<file path="src/rtl/wb_pkg.sv">
`default_nettype none
// +--------------------------------------------------------------------+
// | wb_pkg : shared Wishbone bridge types, defaults and lane helpers    |
// | Rev 1.0                                                             |
// +--------------------------------------------------------------------+
package wb_pkg;

   typedef enum logic [1:0] {
      IDLE = 2'd0,
      BUS  = 2'd1,
      RESP = 2'd2
   } bridge_state_t;

   localparam int unsigned C_TIMEOUT_DEFAULT = 255;

   // Little-endian lanes: lane 0 is bits [7:0].
   function automatic logic [7:0] byte_lane(input logic [31:0] word, input logic [1:0] lane);
      return word[{lane, 3'b000} +: 8];
   endfunction

   function automatic logic [3:0] lane_onehot(input logic [1:0] lane);
      return 4'b0001 << lane;
   endfunction

endpackage
`default_nettype wire

</file>
<file path="src/rtl/wb_if.sv">
`default_nettype none
// +--------------------------------------------------------------------+
// | wb_if : Wishbone classic bus, data width DW (8 or 32)               |
// | Rev 1.0                                                             |
// +--------------------------------------------------------------------+
interface wb_if #(
   parameter int DW = 32
) ();
   localparam int SW = DW / 8;

   logic [31:0]   adr;
   logic [DW-1:0] dat_w;
   logic [DW-1:0] dat_r;
   logic [SW-1:0] sel;
   logic          we;
   logic          cyc;
   logic          stb;
   logic          ack;
   logic          err;
   logic          rty;

   modport slave8 (
      input  adr, dat_w, sel, we, cyc, stb,
      output dat_r, ack, err, rty
   );

   modport master32 (
      output adr, dat_w, sel, we, cyc, stb,
      input  dat_r, ack, err, rty
   );
endinterface
`default_nettype wire

</file>
<file path="src/rtl/wb_word_buf.sv">
`default_nettype none
// +--------------------------------------------------------------------+
// | wb_word_buf : one-word tagged read buffer with byte write-through   |
// | Rev 1.0                                                             |
// +--------------------------------------------------------------------+
module wb_word_buf (
   input  logic        clk,
   input  logic        rst_n,
   input  logic        i_flush,
   input  logic        i_fill,
   input  logic        i_wr,
   input  logic [29:0] i_tag,
   input  logic [31:0] i_fill_data,
   input  logic [1:0]  i_wr_lane,
   input  logic [7:0]  i_wr_byte,
   input  logic [29:0] i_look_tag,
   output logic        o_hit,
   output logic [31:0] o_data
);
   logic        r_valid;
   logic [29:0] r_tag;
   logic [31:0] r_data;

   assign o_hit  = r_valid && (r_tag == i_look_tag);
   assign o_data = r_data;

   always_ff @(posedge clk or negedge rst_n) begin
      if (!rst_n) begin
         r_valid <= 1'b0;
         r_tag   <= '0;
         r_data  <= '0;
      end else begin
         if (i_fill) begin
            r_tag  <= i_tag;
            r_data <= i_fill_data;
         end else if (i_wr && r_valid && (r_tag == i_tag)) begin
            r_data[{i_wr_lane, 3'b000} +: 8] <= i_wr_byte;
         end
         // A flush in the same clock as a fill leaves the buffer invalid.
         if (i_flush)
            r_valid <= 1'b0;
         else if (i_fill)
            r_valid <= 1'b1;
      end
   end
endmodule
`default_nettype wire

</file>
<file path="src/rtl/wb_8to32_bridge.sv">
`default_nettype none
// +--------------------------------------------------------------------+
// | wb_8to32_bridge : 8-bit Wishbone master to 32-bit Wishbone slave    |
// | Rev 1.0                                                             |
// +--------------------------------------------------------------------+
module wb_8to32_bridge
   import wb_pkg::*;
#(
   parameter int unsigned TIMEOUT_CYCLES = C_TIMEOUT_DEFAULT,
   parameter bit          PREFETCH_EN    = 1'b1
) (
   input  logic   clk_i,
   input  logic   rst_n_i,
   wb_if.slave8   wb_m,
   wb_if.master32 wb_s,
   input  logic   inv_i
);
   localparam logic [15:0] C_TO_LAST = 16'(TIMEOUT_CYCLES - 1);

   bridge_state_t r_state;
   logic [15:0]   r_cnt;
   logic [31:0]   r_adr;
   logic          r_we;
   logic [7:0]    r_byte;

   logic          r_s_cyc;
   logic          r_s_we;
   logic [29:0]   r_s_adr;
   logic [3:0]    r_s_sel;
   logic [31:0]   r_s_dat;

   logic          r_m_ack;
   logic          r_m_err;
   logic          r_m_rty;
   logic [7:0]    r_m_dat;

   logic          w_req;
   logic          w_buf_hit;
   logic [31:0]   w_buf_data;
   logic          w_hit;
   logic          w_in_bus;
   logic          w_m_drop;
   logic          w_s_resp;
   logic          w_timeout;
   logic          w_fill;
   logic          w_wr_upd;
   logic          w_flush;

   assign w_req     = wb_m.cyc & wb_m.stb & wb_m.sel[0];
   assign w_hit     = w_buf_hit & ~wb_m.we;
   assign w_in_bus  = (r_state == BUS);
   assign w_m_drop  = w_in_bus & ~wb_m.cyc;
   assign w_s_resp  = w_in_bus & ~w_m_drop & (wb_s.ack | wb_s.err | wb_s.rty);
   assign w_timeout = w_in_bus & ~w_m_drop & ~w_s_resp & (r_cnt == C_TO_LAST);
   assign w_fill    = PREFETCH_EN && w_s_resp && wb_s.ack && !r_we;
   assign w_wr_upd  = w_s_resp & wb_s.ack & r_we;
   assign w_flush   = inv_i | w_m_drop | w_timeout | (w_s_resp & ~wb_s.ack);

   generate
      if (PREFETCH_EN) begin : g_buf
         wb_word_buf u_buf (
            .clk         (clk_i),
            .rst_n       (rst_n_i),
            .i_flush     (w_flush),
            .i_fill      (w_fill),
            .i_wr        (w_wr_upd),
            .i_tag       (r_adr[31:2]),
            .i_fill_data (wb_s.dat_r),
            .i_wr_lane   (r_adr[1:0]),
            .i_wr_byte   (r_byte),
            .i_look_tag  (wb_m.adr[31:2]),
            .o_hit       (w_buf_hit),
            .o_data      (w_buf_data)
         );
      end else begin : g_nobuf
         logic w_unused_nobuf;
         assign w_buf_hit      = 1'b0;
         assign w_buf_data     = '0;
         assign w_unused_nobuf = ^{w_flush, w_fill, w_wr_upd};
      end
   endgenerate

   always_ff @(posedge clk_i or negedge rst_n_i) begin
      if (!rst_n_i) begin
         r_state <= IDLE;
         r_cnt   <= '0;
         r_adr   <= '0;
         r_we    <= 1'b0;
         r_byte  <= '0;
         r_s_cyc <= 1'b0;
         r_s_we  <= 1'b0;
         r_s_adr <= '0;
         r_s_sel <= '0;
         r_s_dat <= '0;
         r_m_ack <= 1'b0;
         r_m_err <= 1'b0;
         r_m_rty <= 1'b0;
         r_m_dat <= '0;
      end else begin
         r_m_ack <= 1'b0;
         r_m_err <= 1'b0;
         r_m_rty <= 1'b0;
         r_m_dat <= '0;
         case (r_state)
            IDLE: begin
               if (w_req) begin
                  r_adr  <= wb_m.adr;
                  r_we   <= wb_m.we;
                  r_byte <= wb_m.dat_w[7:0];
                  if (w_hit) begin
                     r_state <= RESP;
                     r_m_ack <= 1'b1;
                     r_m_dat <= byte_lane(w_buf_data, wb_m.adr[1:0]);
                  end else begin
                     r_state <= BUS;
                     r_cnt   <= '0;
                     r_s_cyc <= 1'b1;
                     r_s_we  <= wb_m.we;
                     r_s_adr <= wb_m.adr[31:2];
                     // Reads fetch the whole word so neighbouring bytes can hit later.
                     r_s_sel <= (wb_m.we || !PREFETCH_EN) ? lane_onehot(wb_m.adr[1:0]) : 4'b1111;
                     r_s_dat <= wb_m.we ? {4{wb_m.dat_w[7:0]}} : 32'd0;
                  end
               end
            end
            BUS: begin
               if (w_m_drop || w_s_resp || w_timeout) begin
                  r_s_cyc <= 1'b0;
                  r_s_we  <= 1'b0;
                  r_s_adr <= '0;
                  r_s_sel <= '0;
                  r_s_dat <= '0;
               end
               if (w_m_drop) begin
                  r_state <= IDLE;
               end else if (w_s_resp) begin
                  r_state <= RESP;
                  r_m_ack <= wb_s.ack;
                  r_m_err <= ~wb_s.ack & wb_s.err;
                  r_m_rty <= ~wb_s.ack & ~wb_s.err & wb_s.rty;
                  r_m_dat <= (wb_s.ack && !r_we) ? byte_lane(wb_s.dat_r, r_adr[1:0]) : 8'd0;
               end else if (w_timeout) begin
                  r_state <= RESP;
                  r_m_err <= 1'b1;
               end else begin
                  r_cnt <= r_cnt + 16'd1;
               end
            end
            RESP: r_state <= IDLE;
            default: r_state <= IDLE;
         endcase
      end
   end

   assign wb_s.cyc   = r_s_cyc;
   assign wb_s.stb   = r_s_cyc;
   assign wb_s.we    = r_s_we;
   assign wb_s.adr   = {r_s_adr, 2'b00};
   assign wb_s.sel   = r_s_sel;
   assign wb_s.dat_w = r_s_dat;

   assign wb_m.ack = r_m_ack;
   assign wb_m.err = r_m_err;
   assign wb_m.rty = r_m_rty;

   always_comb begin
      wb_m.dat_r      = '0;
      wb_m.dat_r[7:0] = r_m_dat;
   end
endmodule
`default_nettype wire

</file>
<file path="src/flat_wrapper.sv">
// flat-port wrapper written by rule: the top's interface ports become plain ports
module wb_8to32_bridge_flat import wb_pkg::*;
#(
   parameter int unsigned TIMEOUT_CYCLES = C_TIMEOUT_DEFAULT,
   parameter bit          PREFETCH_EN    = 1'b1
)
  (clk_i, rst_n_i, inv_i, wb_m_adr, wb_m_dat_w, wb_m_sel, wb_m_we, wb_m_cyc, wb_m_stb, wb_m_dat_r, wb_m_ack, wb_m_err, wb_m_rty, wb_s_adr, wb_s_dat_w, wb_s_sel, wb_s_we, wb_s_cyc, wb_s_stb, wb_s_dat_r, wb_s_ack, wb_s_err, wb_s_rty);
  wb_if #(.DW(8)) wb_m_i ();
  wb_if #(.DW(32)) wb_s_i ();
  input  logic clk_i;
  input  logic rst_n_i;
  input  logic inv_i;
  input wire logic [$bits(wb_m_i.adr)-1:0] wb_m_adr;
  input wire logic [$bits(wb_m_i.dat_w)-1:0] wb_m_dat_w;
  input wire logic [$bits(wb_m_i.sel)-1:0] wb_m_sel;
  input wire logic [$bits(wb_m_i.we)-1:0] wb_m_we;
  input wire logic [$bits(wb_m_i.cyc)-1:0] wb_m_cyc;
  input wire logic [$bits(wb_m_i.stb)-1:0] wb_m_stb;
  output wire logic [$bits(wb_m_i.dat_r)-1:0] wb_m_dat_r;
  output wire logic [$bits(wb_m_i.ack)-1:0] wb_m_ack;
  output wire logic [$bits(wb_m_i.err)-1:0] wb_m_err;
  output wire logic [$bits(wb_m_i.rty)-1:0] wb_m_rty;
  output wire logic [$bits(wb_s_i.adr)-1:0] wb_s_adr;
  output wire logic [$bits(wb_s_i.dat_w)-1:0] wb_s_dat_w;
  output wire logic [$bits(wb_s_i.sel)-1:0] wb_s_sel;
  output wire logic [$bits(wb_s_i.we)-1:0] wb_s_we;
  output wire logic [$bits(wb_s_i.cyc)-1:0] wb_s_cyc;
  output wire logic [$bits(wb_s_i.stb)-1:0] wb_s_stb;
  input wire logic [$bits(wb_s_i.dat_r)-1:0] wb_s_dat_r;
  input wire logic [$bits(wb_s_i.ack)-1:0] wb_s_ack;
  input wire logic [$bits(wb_s_i.err)-1:0] wb_s_err;
  input wire logic [$bits(wb_s_i.rty)-1:0] wb_s_rty;
  assign wb_m_i.adr = wb_m_adr;
  assign wb_m_i.dat_w = wb_m_dat_w;
  assign wb_m_i.sel = wb_m_sel;
  assign wb_m_i.we = wb_m_we;
  assign wb_m_i.cyc = wb_m_cyc;
  assign wb_m_i.stb = wb_m_stb;
  assign wb_m_dat_r = wb_m_i.dat_r;
  assign wb_m_ack = wb_m_i.ack;
  assign wb_m_err = wb_m_i.err;
  assign wb_m_rty = wb_m_i.rty;
  assign wb_s_adr = wb_s_i.adr;
  assign wb_s_dat_w = wb_s_i.dat_w;
  assign wb_s_sel = wb_s_i.sel;
  assign wb_s_we = wb_s_i.we;
  assign wb_s_cyc = wb_s_i.cyc;
  assign wb_s_stb = wb_s_i.stb;
  assign wb_s_i.dat_r = wb_s_dat_r;
  assign wb_s_i.ack = wb_s_ack;
  assign wb_s_i.err = wb_s_err;
  assign wb_s_i.rty = wb_s_rty;
  wb_8to32_bridge #(.TIMEOUT_CYCLES(TIMEOUT_CYCLES), .PREFETCH_EN(PREFETCH_EN)) u_core (.clk_i(clk_i), .rst_n_i(rst_n_i), .wb_m(wb_m_i), .wb_s(wb_s_i), .inv_i(inv_i));
endmodule
</file>
<file path="config.mk">
export PLATFORM = sky130hd
export DESIGN_NAME = wb_8to32_bridge_flat
export DESIGN_NICKNAME = d
export VERILOG_FILES = /design/src/rtl/wb_pkg.sv /design/src/rtl/wb_if.sv /design/src/rtl/wb_word_buf.sv /design/src/rtl/wb_8to32_bridge.sv /design/src/flat_wrapper.sv
export SDC_FILE = /design/constraint.sdc
export NUM_CORES = 1
export LEC_CHECK = 0
export ABC_AREA = 1
export CAP_MARGIN = 20
export CORE_MARGIN = 2
export CORE_UTILIZATION = 40
export CTS_CLUSTER_SIZE = 14
export DETAILED_ROUTE_END_ITERATION = 16
export PLACE_DENSITY = 0.68
export SLEW_MARGIN = 20
export SYNTH_ARGS = -nofsm -noshare
export SYNTH_HDL_FRONTEND = slang
export SYNTH_SLANG_ARGS = --single-unit
</file>
<file path="constraint.sdc">
create_clock -name clk_i -period 5.7 [get_ports clk_i]
set_input_delay 1.425 -clock clk_i [delete_from_list [all_inputs] [get_ports clk_i]]
set_output_delay 1.425 -clock clk_i [all_outputs]
set_load 0.005 [all_outputs]
</file>
==> impl_table.tex <==
\begin{tabular}{lr}
\hline
Metric & Value \\
\hline
\multicolumn{2}{l}{\textbf{Routing}} \\
\quad Wire length per cell & approximately 17 um \\
\quad Avg Vias per Cell & 5.159 \\
\quad First-pass detailed-route iteration total & 5 \\
\quad Number of nets with antenna violations after detailed routing & 0 \\
\quad Total wire length after detailed routing & 30710 um \\
\quad DRC marker count from the first detailed-route iteration & around 830 \\
\quad DRC violation count after routing & 0 \\
\quad Detailed-route via count & 9575 \\
\multicolumn{2}{l}{\textbf{STA}} \\
\quad Maximum achievable frequency & $\sim$0.26 GHz \\
\quad Final period utilization & 0.6784 \\
\quad Setup violations, final & 0 \\
\quad Setup total negative slack & 0 ns \\
\quad Unrepaired setup endpoints after global routing & false \\
\quad Max-slew violation count & 0 \\
\quad Max-slew headroom at the worst pin & 0.3744 \\
\quad Clk\_skew & between 0.01 and 0.015 ns \\
\quad Final critical-path required period & 3.867 ns \\
\quad Final hold violation count & 0 \\
\quad Worst-Margin Slew & around 0.94 ns \\
\multicolumn{2}{l}{\textbf{Floorplan}} \\
\quad Die Outline Area & roughly 0.026 mm\^{}2 \\
\quad I/O pin count & 164 \\
\quad Effective utilization at floorplan & 0.4039 \\
\quad Site row count & slightly below 60 \\
\quad Die outline height & 162.5 um \\
\quad Area inside the core boundary & 0.02489 mm\^{}2 \\
\quad Horiz. Die Dim & roughly 160 um \\
\multicolumn{2}{l}{\textbf{Power}} \\
\quad Leakage power total & between 6 and 7 nW \\
\quad IR Drop Worst-Case VDD & between 0.15 and 0.2 mV \\
\quad Power per Cell Area & $\sim$300 mW/mm\^{}2 \\
\multicolumn{2}{l}{\textbf{Clock network}} \\
\quad Buffers from clock root to sink, at most & 2 \\
\quad Number of levels in the clock H-tree & 4 \\
\quad Worst-skew pair later-pin latency & around 0.43 ns \\
\quad Clock transition at path regs & roughly 0.060 ns \\
\quad Number of buffers added for setup after CTS & 0 \\
\quad Number of gates given a new drive strength after cts & 0 \\
\quad Sink count of the clock tree & 177 \\
\quad CTS Buf Count & 17 \\
\quad Hold Buf Count CTS & 0 \\
\quad Clock Root Buffer & clkbuf\_16 \\
\quad TritonCTS clock tree & yes \\
\multicolumn{2}{l}{\textbf{Finish}} \\
\quad Post-route non-filler standard cell count & between 1500 and 2000 \\
\quad Number of nets in the finished design & between 1500 and 2000 \\
\quad Final core occ & 0.4898 \\
\quad Share of layout cells above drive strength 1 & 0.03997 \\
\quad Diodes inserted & 0 \\
\quad Area growth, synth to finish & 21.27\% \\
\quad Non-Filler Cell Area, Final & 0.01219 mm\^{}2 \\
\multicolumn{2}{l}{\textbf{Place}} \\
\quad Routability cong. & slightly below 1 \\
\quad Port bufs & between 150 and 200 \\
\quad Detailed Place HPWL & 21780 um \\
\quad Number of placed instances with taps included & approximately 1800 \\
\quad Placed cell areas & $\sim$0.012 mm\^{}2 \\
\multicolumn{2}{l}{\textbf{GRT}} \\
\quad Global Route Usage Sum & 0.2360 \\
\quad Wire length of the first global-routing pass & approximately 49000 um \\
\quad Overflow after GRT & 0 \\
\quad Number of antenna violations at the first check in global routing & 0 \\
\quad Pin count of the biggest net entering global routing & between 100 and 150 \\
\quad Number of global-route vias before repair & 8949 \\
\multicolumn{2}{l}{\textbf{Worst setup path}} \\
\quad Required time reported for the critical path endpoint & 6.07 ns \\
\quad Worst Path Class, Setup & register to register \\
\quad Setup slack of the most critical reg-to-reg path & between 1.5 and 2 ns \\
\quad Critical path startpoint category & register \\
\quad Endpoint type of the worst setup path & register \\
\quad Arr. time, crit path & around 4.2 ns \\
\quad Maximum fanout along the worst path & 44 \\
\multicolumn{2}{l}{\textbf{Status}} \\
\quad Run status & complete, no violations \\
\multicolumn{2}{l}{\textbf{Synth}} \\
\quad Syn Inst Count & around 1400 \\
\quad Syn. warnings & 0 \\
\quad Syn Std Cell Area & about 0.01 mm\^{}2 \\
\quad Number of synthesized register bits & 177 \\
\quad Syn avg cell area & between 7 and 8 um\^{}2 \\
\quad Post-synthesis cell type count & 38 \\
\quad Share of the yosys chip area belonging to registers & 0.4406 \\
\multicolumn{2}{l}{\textbf{Job}} \\
\quad Count of maximum capacitance violations & 0 \\
\multicolumn{2}{l}{\textbf{Min path}} \\
\quad Path class of the lowest-slack min-delay path & register to register \\
\hline
\end{tabular}
per-stage QoR:
stage          setup slack [ns]  hold slack, ns  total power [mW]
3_3_place_gp              1.536          0.4563             2.566
2_1_floorplan             3.057          0.4530             2.153
4_1_cts                   1.880          0.4740             3.656
5_1_grt                   1.392          0.4965             3.863
3_5_place_dp              1.513          0.4581             2.581
6_report                  1.833          0.4726             3.649
cell usage in the layout (no fill, tap or decap), types with 5 or more instances in the layout:
cell type | netlist | layout
nor3_1 | 13 | 12
clkbuf_16 | 0 | 17
nand2_1 | 494 | 493
o21ai_0 | 119 | 119
clkdlybuf4s50_1 | 0 | 160
nor2_1 | 110 | 110
nand3_1 | 123 | 123
inv_1 | 135 | 135
xor2_1 | 6 | 6
o21a_1 | 5 | 5
a22oi_1 | 6 | 6
buf_4 | 29 | 8
ha_1 | 6 | 6
xnor2_1 | 17 | 17
dfrtp_1 | 177 | 177
inv_2 | 7 | 7
nand2_2 | 4 | 5
o22ai_1 | 9 | 9
a21oi_1 | 12 | 12
nand4_1 | 55 | 55
worst max-delay path: stages, from the launching register on:
cell,delay [ns]
dfrtp_1,0.39
inv_2,0.60
nand2_1,0.50
nor2_2,0.25
nand2_1,0.13
nor2_4,0.19
nand2_2,0.43
inv_2,0.60
buf_4,0.35
nand2_1,0.08
o21ai_0,0.08
nand3_1,0.10
nand2_1,0.07
registers in the layout, indices dropped and copies added, names as in the netlist, 2 cells and up:
| signal | count |
|---|---|
| u_core.wb_s.dat_w | 8 |
| u_core.g_buf.u_buf.o_data | 32 |
| u_core.r_state | 2 |
| u_core.wb_m.dat_r | 8 |
| u_core.r_adr | 32 |
| u_core.r_cnt | 16 |
| u_core.wb_s.sel | 4 |
| u_core.r_byte | 8 |
| u_core.g_buf.u_buf.r_tag | 30 |
| u_core.r_s_adr | 30 |
cells by family (layout without fill, tap and decap cells):
| logic type | Yosys count | in the layout | synth area share |
|---|---|---|---|
| adder cells (fa/ha/maj) | 6 | 6 | 0.007467 |
| AND/OR/NAND/NOR | 815 | 815 | 0.3435 |
| flip-flops | 177 | 177 | 0.4406 |
| XOR/XNOR | 23 | 23 | 0.02004 |
| AO/OA/AOI/OAI | 157 | 157 | 0.08376 |
| buffers and inverters | 234 | 346 | 0.1043 |
| other | 1 | 2 | 0.0003730 |
layout make-up:
type,count,area (um^2)
clock buffer,23,467.9
clock inverter,8,57.56
fill,2463,12700
inverter,145,544.3
multi-input combinational,1003,4587
sequential,177,4429
tap,330,412.9
timing repair buffer,170,1693
layer usage:
metal	up-vias	wire length, um	GRT usage	share of wire
met5	-	0	0	0
met4	0	578	0.06275	0.019
met3	38	2693	0.04838	0.088
met2	392	13390	0.3501	0.44
met1	4448	14050	0.3506	0.46
li1	4697	-	-	-
Yosys cell counts (all sizes together):
master     n  share of area
o22ai      9         0.0056
nand3    125          0.064
nor3      13         0.0065
dfrtp    177           0.44
nor3b      1        0.00075
a211oi     1        0.00075
xnor2     17          0.015
a21boi     1        0.00075
ha         6         0.0075
clkbuf    28          0.010
nand3b     1        0.00075
a22oi      6         0.0045
conb       1        0.00037
a31oi      1        0.00062
nand2    498           0.19
a221oi     2         0.0017
nor2     116          0.047
nand4     55          0.034
o21ai    119          0.059
a21oi     12         0.0060
inv      142          0.053
o21a       5         0.0037
xor2       6         0.0052
or2        3         0.0019
nor4       3         0.0019
o2111ai    1        0.00087
buf       61          0.040
clkinv     3         0.0011
path summary, 6_finish.rpt:
path,cells after the start,endpoint,startpoint
max in group asynchronous,2,u_core.r_adr[1]$_DFFE_PN0P_,rst_n_i
min in group asynchronous,1,u_core.r_s_adr[9]$_DFFE_PN0P_,rst_n_i
max,12,u_core.g_buf.u_buf.o_data[14]$_DFFE_PN0P_,u_core.r_state[1]$_DFFE_PN0P_
min reg2reg,2,u_core.r_s_adr[9]$_DFFE_PN0P_,u_core.r_s_adr[9]$_DFFE_PN0P_
min,2,u_core.r_s_adr[9]$_DFFE_PN0P_,u_core.r_s_adr[9]$_DFFE_PN0P_
max reg2reg,12,u_core.g_buf.u_buf.o_data[14]$_DFFE_PN0P_,u_core.r_state[1]$_DFFE_PN0P_
power breakdown:
part | internal, mW | switching [mW] | leakage (nW)
Combinational | 0.429 | 0.546 | 3.43
Clock | 0.579 | 0.495 | 0.246
Sequential | 1.43 | 0.170 | 2.33
Note: power is estimated with default switching activity, not from simulation.
